==> config.mk <==
export PLATFORM = sky130hd
export DESIGN_NAME = reg_dump_flat
export DESIGN_NICKNAME = d
export VERILOG_FILES = /design/src/rtl/reg_dump_if.sv /design/src/rtl/reg_dump.sv /design/src/flat_wrapper.sv
export SDC_FILE = /design/constraint.sdc
export NUM_CORES = 1
export LEC_CHECK = 0
export BUFFER_PORTS_ARGS = -buffer_cell sky130_fd_sc_hd__buf_2
export CAP_MARGIN = 20
export CORE_UTILIZATION = 51
export CTS_CLUSTER_SIZE = 24
export DETAILED_ROUTE_END_ITERATION = 8
export PLACE_DENSITY = 0.79
export SKIP_LAST_GASP = 1
export SYNTH_ARGS = -nofsm -noshare
export SYNTH_HDL_FRONTEND = slang
export SYNTH_SLANG_ARGS = --single-unit
export TNS_END_PERCENT = 20
==> constraint.sdc <==
create_clock -name clk -period 2.6 [get_ports clk]
set_clock_uncertainty 0.2 [all_clocks]
set_input_delay 0.39 -clock clk [delete_from_list [all_inputs] [get_ports clk]]
set_output_delay 0.39 -clock clk [all_outputs]
set_load 0.005 [all_outputs]
==> src/rtl/reg_dump_if.sv <==
// rtl/reg_dump_if.sv - register-file read port and dump byte stream
interface reg_dump_if #(
  parameter int pw = 3
);
  logic [pw-1:0] rd_addr;
  logic [7:0]    rd_data;
  logic [7:0]    out_data;
  logic          out_valid;
  logic          out_ready;

  modport master (
    output rd_addr,
    input  rd_data,
    output out_data,
    output out_valid,
    input  out_ready
  );

  modport slave (
    input  rd_addr,
    output rd_data,
    input  out_data,
    input  out_valid,
    output out_ready
  );
endinterface

==> src/rtl/reg_dump.sv <==
// rtl/reg_dump.sv - streams a wrapping window of register-file bytes out
// over a valid/ready port and keeps a mod-256 checksum of what was sent.
module reg_dump #(
  parameter int pw = 3
) (
  input  logic          clk,
  input  logic          reset,
  input  logic          start,
  input  logic [pw-1:0] base_addr,
  input  logic [pw:0]   count,
  reg_dump_if.master    bus,
  output logic          busy,
  output logic          done,
  output logic [7:0]    checksum
);

  typedef enum logic [1:0] {
    IDLE = 2'd0,
    READ = 2'd1,
    SEND = 2'd2,
    FIN  = 2'd3
  } state_t;

  state_t        state, state_nx;
  logic [pw-1:0] addr_q;
  logic [pw:0]   remaining_q;
  logic [7:0]    out_data_q;
  logic [7:0]    checksum_q;
  logic          xfer;
  logic          last_byte;

  assign xfer      = (state == SEND) && bus.out_ready;
  assign last_byte = (remaining_q == (pw+1)'(1));

  always_ff @(posedge clk) begin
    if (reset) state <= IDLE;
    else       state <= state_nx;
  end

  always_comb begin
    state_nx = state;
    unique case (state)
      IDLE: begin
        if (start) begin
          if (count != '0) state_nx = READ;
          else             state_nx = FIN;
        end
      end
      READ: state_nx = SEND;
      SEND: begin
        if (xfer) state_nx = last_byte ? FIN : READ;
      end
      FIN:  state_nx = IDLE;
      default: state_nx = IDLE;
    endcase
  end

  // Address advances only after a byte is accepted, so it still names the
  // byte on offer throughout SEND; pw-bit arithmetic gives the wrap for free.
  always_ff @(posedge clk) begin
    if (reset) begin
      addr_q      <= '0;
      remaining_q <= '0;
      out_data_q  <= '0;
      checksum_q  <= '0;
    end else begin
      unique case (state)
        IDLE: begin
          if (start) begin
            checksum_q <= '0;
            if (count != '0) begin
              addr_q      <= base_addr;
              remaining_q <= count;
            end
          end
        end
        READ: out_data_q <= bus.rd_data;
        SEND: begin
          if (bus.out_ready) begin
            checksum_q  <= checksum_q + out_data_q;
            remaining_q <= remaining_q - (pw+1)'(1);
            if (!last_byte) addr_q <= addr_q + pw'(1);
          end
        end
        default: ;
      endcase
    end
  end

  assign bus.rd_addr   = addr_q;
  assign bus.out_data  = out_data_q;
  assign bus.out_valid = (state == SEND);
  assign busy          = (state != IDLE);
  assign done          = (state == FIN);
  assign checksum      = checksum_q;

endmodule

==> src/flat_wrapper.sv <==
// flat-port wrapper written by rule: the top's interface ports become plain ports
module reg_dump_flat 
#(
  parameter int pw = 3
)
  (clk, reset, start, base_addr, count, busy, done, checksum, bus_rd_addr, bus_rd_data, bus_out_data, bus_out_valid, bus_out_ready);
  reg_dump_if #(.pw(pw)) bus_i ();
  input  logic clk;
  input  logic reset;
  input  logic start;
  input  logic [pw-1:0] base_addr;
  input  logic [pw:0] count;
  output logic busy;
  output logic done;
  output logic [7:0] checksum;
  output wire logic [$bits(bus_i.rd_addr)-1:0] bus_rd_addr;
  input wire logic [$bits(bus_i.rd_data)-1:0] bus_rd_data;
  output wire logic [$bits(bus_i.out_data)-1:0] bus_out_data;
  output wire logic [$bits(bus_i.out_valid)-1:0] bus_out_valid;
  input wire logic [$bits(bus_i.out_ready)-1:0] bus_out_ready;
  assign bus_rd_addr = bus_i.rd_addr;
  assign bus_i.rd_data = bus_rd_data;
  assign bus_out_data = bus_i.out_data;
  assign bus_out_valid = bus_i.out_valid;
  assign bus_i.out_ready = bus_out_ready;
  reg_dump #(.pw(pw)) u_core (.clk(clk), .reset(reset), .start(start), .base_addr(base_addr), .count(count), .bus(bus_i), .busy(busy), .done(done), .checksum(checksum));
endmodule
After elaboration in Yosys (flattened, before gate mapping)
Index checks and enable logic that the tools add are counted.
W data, S select, Z words.
Storage, ports and cells
  register bits: 25
  bits of input ports: 19
  output and inout bits: 22
  logic and storage cells: 43
Cells by class
  $add $sub $neg: 3
  equality and inequality tests: 9
  mux-type cells: 17
  reductions and logical operators: 9
Operators with widths (count)
  $mux W8: 2
  $pmux W8 S2: 1
  $mux W3: 4
  $mux W4: 3
  $add A8 B8 Y8: 1
  $mux W2: 4
  $pmux W2 S4: 1
  $pmux W4 S2: 1
  $ne A2 B1 Y1 const B: 3
  $pmux W3 S2: 1
  $reduce_and A5 Y1: 1
  $eq A2 B2 Y1 const B: 2
  $eq A4 B1 Y1 const B: 1
  $ne A2 B2 Y1 const B: 2
  $reduce_and A4 Y1: 1
  $reduce_bool A2 Y1: 2
  $reduce_bool A4 Y1: 1
  $sub A4 B1 Y4 const B: 1
  $add A3 B1 Y3 const B: 1
  $reduce_and A3 Y1: 1
  $eq A2 B1 Y1 const B: 1
  $logic_not A2 Y1: 1
  $reduce_and A2 Y1: 1
  $logic_and A1 B1 Y1: 1

Depth between registers and ports, before layout
  depth after elaboration: 4
  mapped depth: 8
  mapped depth without buffers: 7

Least setup slack after synthesis
OpenSTA, ideal clock, no wires.
  kind: register -> register
  from: register u_core.out_data_q[0] (netlist: u_core.bus.out_data[0])
  to: register u_core.checksum_q[6] (netlist: u_core.checksum[6])
  library setup time: 0.122 ns
  data arrival time: 1.528 ns
  data required time: 2.278 ns
  setup slack: 0.750 ns
  cell stages (with the launch flop): 8
  buffers on the path: 0
  period minus slack after synthesis: 1.850 ns
  cell sequence: dfxtp_1 > ha_1 > fa_1 > a21oi_1 > o21ai_0 > a21oi_1 > xor2_1 > o21ai_0
Between the ends
  word-level cells in the longest chain between the ends: 3
Ends and longest elaborated chain
  from (decl): line reg_dump.sv:27  | logic [7:0] out_data_q;
  from (signal assigned): line reg_dump.sv:77  | READ: out_data_q <= bus.rd_data;
  $add A8 B8 Y8: line reg_dump.sv:80  | checksum_q <= checksum_q + out_data_q;
  $mux W8: line reg_dump.sv:79  | if (bus.out_ready) begin
  $pmux W8 S2: line reg_dump.sv:67  | unique case (state)
  to (signal assigned): line reg_dump.sv:80
  to (decl): line reg_dump.sv:28  | logic [7:0] checksum_q;
Every way passes these cells. The select of a mux whose other input is x is not followed.
A chain may end at the register's enable or synchronous reset.

Worst setup path after layout
  from: register u_core.state[0]
  to: output bus_out_valid
Between the ends
  word-level cells in the longest chain between the ends: 1
Ends and longest elaborated chain
  from (decl): line reg_dump.sv:24  | state_t state, state_nx;
  from (signal assigned): line reg_dump.sv:37  | else state <= state_nx;
  $eq A2 B2 Y1: line reg_dump.sv:92  | assign bus.out_valid = (state == SEND);
  to (decl): line flat_wrapper.sv:19  | output wire logic [$bits(bus_i.out_valid)-1:0] bus_out_valid;
Every way passes these cells.

==> results.txt <==
----------------------------------------------------
[Run status]
  Result of the run ... finished clean

[Global route]
  Maximum number of pins on one net before global-route repair ... 24
  Wire length of the first global-routing pass ... 5.361 mm
  Layer with the highest usage ... met2
  Initial antenna violation count ... 0
  M2 GR Usage ... 43.57%
  All-Layer GR Usage ... 24.78%
  GR Util met3 ... under 10%
  Via count of the first global-routing pass ... 1243
  Remaining global-route overflow ... 0
  Met1 usage ... between 20% and 30%

[Synth]
  Leading cell types by count after synthesis ... sky130_fd_sc_hd__dfxtp_1, sky130_fd_sc_hd__nand2_1, sky130_fd_sc_hd__a21oi_1, sky130_fd_sc_hd__nor2_1, sky130_fd_sc_hd__o21ai_0
  Warnings from Yosys ... 0
  Distinct cell type count after synthesis ... 40
  Cell with the most instances after synthesis ... sky130_fd_sc_hd__dfxtp_1
  Avg Inst Size Synth ... 8.136 um^2
  Async S/R FF share, synth ... 0%
  Yosys top cell by area ... sky130_fd_sc_hd__dfxtp_1
  Cells taking the most area after synthesis ... sky130_fd_sc_hd__dfxtp_1, sky130_fd_sc_hd__ha_1, sky130_fd_sc_hd__a21oi_1
  Post-Syn Area ... 1424 um^2
  #FFs+latches synth ... 25
  Post-synth top flop ... sky130_fd_sc_hd__dfxtp_1
  Area fraction of the dominant cell type after synthesis ... 35.15%
  Syn nets ... 205
  EDFF count, synth ... 0
  Register area share after synthesis ... 35.15%
  Gate count of the mapped netlist ... 175

[Power]
  Overall power after layout ... 0.0007589 W
  Power per cell area ... 460.9 nW/um^2
  Part of the power in the clock network ... about 23%
  Static Leakage ... 0.7594 nW
  Combinational fraction of design power ... 20.5%
  Internal Dissipation ... 0.0005329 W
  Sequential Power Share ... 56.2%
  Net Switching ... between 0.0002 and 0.00025 W
  Worst supply voltage drop on vdd ... 0.3922 mV
  Switching part of the total power ... 29.78%

[Timing]
  Slew Limit Headroom ... 52.26%
  Unrepaired setup endpoints after global routing ... no
  Tightest hold margin ... 0.08871 ns
  Summed negative setup slack over all endpoints ... 0 ns
  Final hold violations ... 0
  Final setup violating endpoints ... 0
  Final Critical Period ... roughly 2.3 ns
  Slew Viols, Final ... 0
  Worst-margin pin slew ... 0.7146 ns
  Upper clock frequency limit ... 0.4422 GHz
  Tcrit/Tclk final ... 86.98%

[Flow run]
  Maximum capacitance violations ... 0

[Clock network]
  Number of sinks handled by clock tree synthesis ... 25
  Number of CTS-inserted buffers ... 3
  Maximum buffer depth of the clock tree ... 2
  Count of instances resized after the clock tree is built ... 0
  Hold-fix buffers, CTS ... 0
  Post-CTS Repair Setup Buffers ... 0
  Library cell used as clock root buffer ... sky130_fd_sc_hd__clkbuf_4
  Clock insertion delay at the later pin of the skew report ... about 0.32 ns
  Clk pin slew, worst setup/hold paths ... 0.14 ns
  TritonCTS clock tree ... built
  H-Tree Level Count ... 1

[Finish]
  Number of antenna cells inserted ... 0
  Growth of design area from synthesis to finish ... 15.64%
  Net count reported at finish ... 241
  Share of cells above drive strength 1 ... 24.29%
  Core Util, Final ... 64.13%
  Final-layout fill cell count ... 246

[Place]
  Final HPWL DP ... 2.408 mm
  Port Buffers ... 40
  Gpl congestion ... ~0.9

[Critical path]
  Startpoint type of the worst setup path ... flip-flop
  Critical path buffer and inverter count ... 2
  Signal arrival time at the worst endpoint ... 1.67 ns
  CP Data Required Time ... 2.01 ns
  Worst Setup Path Type ... flip-flop to output port
  Cell with the largest stage delay on the worst path ... sky130_fd_sc_hd__nand2b_1
  Path depth of the worst reg2reg path ... 5
  Family with the most delay on the worst path ... simple AND/OR/NAND/NOR gates
  Reg2reg setup slack ... 0.54 ns
  Max FO, Critical Path ... 16
  Kind of end point of the critical path ... output port
  Worst reg2reg endpoint ... u_core.bus.rd_addr[2]
  Launching point of the worst reg2reg path ... u_core.state[1]
  Worst Setup SP ... u_core.state[0]
  Chain of cells forming the critical path ... nand2b_1 -> inv_1 -> buf_2
  Longest individual stage delay on the worst path ... approximately 0.55 ns

[Floorplanning]
  Core area ... ~2600 um^2
  Chip Height ... 54.84 um
  Overall die width ... 54.84 um
  Number of top-level pins ... 41
  Full die area ... 3007 um^2
  Starting density of the core ... 55.46%
  Row Count ... 18

[Drt]
  Routed length per placed instance ... 13.90 um
  DRT Wirelength ... 3.337 mm
  Per-cell via count in the routed design ... roughly 5.7
  Detailed-route via count ... 1364
  DRC marker count from the first detailed-route iteration ... 30
  Post-route DRC violation count ... 0
  Detail Route Antenna Nets ... 0
  Iteration count of the initial detailed-routing pass ... 4

[Hold path]
  Min-delay worst type ... primary input to flip-flop
  Number of cells on the worst hold path ... 3
  Hold path startpoint ... bus_rd_data[5]
  Sink of the worst hold path ... u_core.bus.out_data[5]

----------------------------------------------------
power groups by stage:
stage               Sequential (W)  Clock [W]  Combinational [W]
finish                    0.000427   0.000176           0.000156
global route              0.000430   0.000195           0.000174
CTS                       0.000426   0.000177           0.000155
detailed placement        0.000435          0           0.000154
global placement          0.000433          0           0.000148
floorplan                 0.000429          0           0.000109
flip-flops by register name, summed over array words and instances, names as in the netlist:
signal               count
u_core.state             2
u_core.remaining_q       4
u_core.bus.rd_addr       3
u_core.checksum          8
u_core.bus.out_data      8
kinds of logic after synthesis:
logic type	share of synthesized area [%]
buf+inv	4.481
simple gates	20.65
flops	35.15
xor+xnor	3.691
compound gates	23.73
mux	2.109
fa+ha+maj	10.19
cell usage in the layout, fill, tap and decap left out, drive strengths merged, types with 3 or more instances in the layout:
cell / count
or2: 3
a22oi: 3
xnor2: 4
mux2i: 3
buf: 40
ha: 10
nor2: 19
a211oi: 4
clkbuf: 4
nand2: 24
dfxtp: 25
nand2b: 3
o21ai: 13
nor3: 5
a21oi: 22
inv: 6
worst max-delay path by stage:
stage                                 end  slack, ns  cells past startpoint
floorplan              u_core.checksum[6]       0.75                      7
global placement    u_core.bus.rd_addr[0]       0.62                      6
detailed placement  u_core.bus.rd_addr[0]       0.55                      6
CTS                         bus_out_valid       0.35                      3
global route                bus_out_valid       0.20                      3
finish                      bus_out_valid       0.34                      3
stage by stage:
stage	instances	setup WS (ns)	cell area [um^2]
after CTS	240	0.3451	1647
after global routing	240	0.2036	1647
final	240	0.3385	1647
after global placement	236	0.6161	1620
after floorplan	175	0.7502	1424
after detailed placement	236	0.5466	1620
worst reg2reg max path, delay by kind of cell, from the launching register on:
kind / cells / cell delay [ns]
compound gates: 2 / 0.36
simple gates: 2 / 0.71
flops: 1 / 0.57
mux: 1 / 0.12
area by class of cell:
class / count / area, um^2 / share of cell area (%)
inverter: 6 / 22.52 / 1.368
tap: 30 / 37.54 / 2.280
sequential: 25 / 500.5 / 30.40
clock buffer: 4 / 26.28 / 1.596
multi-input combinational: 135 / 859.6 / 52.20
timing repair buffer: 40 / 200.2 / 12.16
metal layers:
metal,vias up,share of wire [%]
met1,636,45
met2,42,49
met4,0,0.63
met5,-,0
met3,4,5.2
li1,682,-
Power figures use the tool's default switching activity.
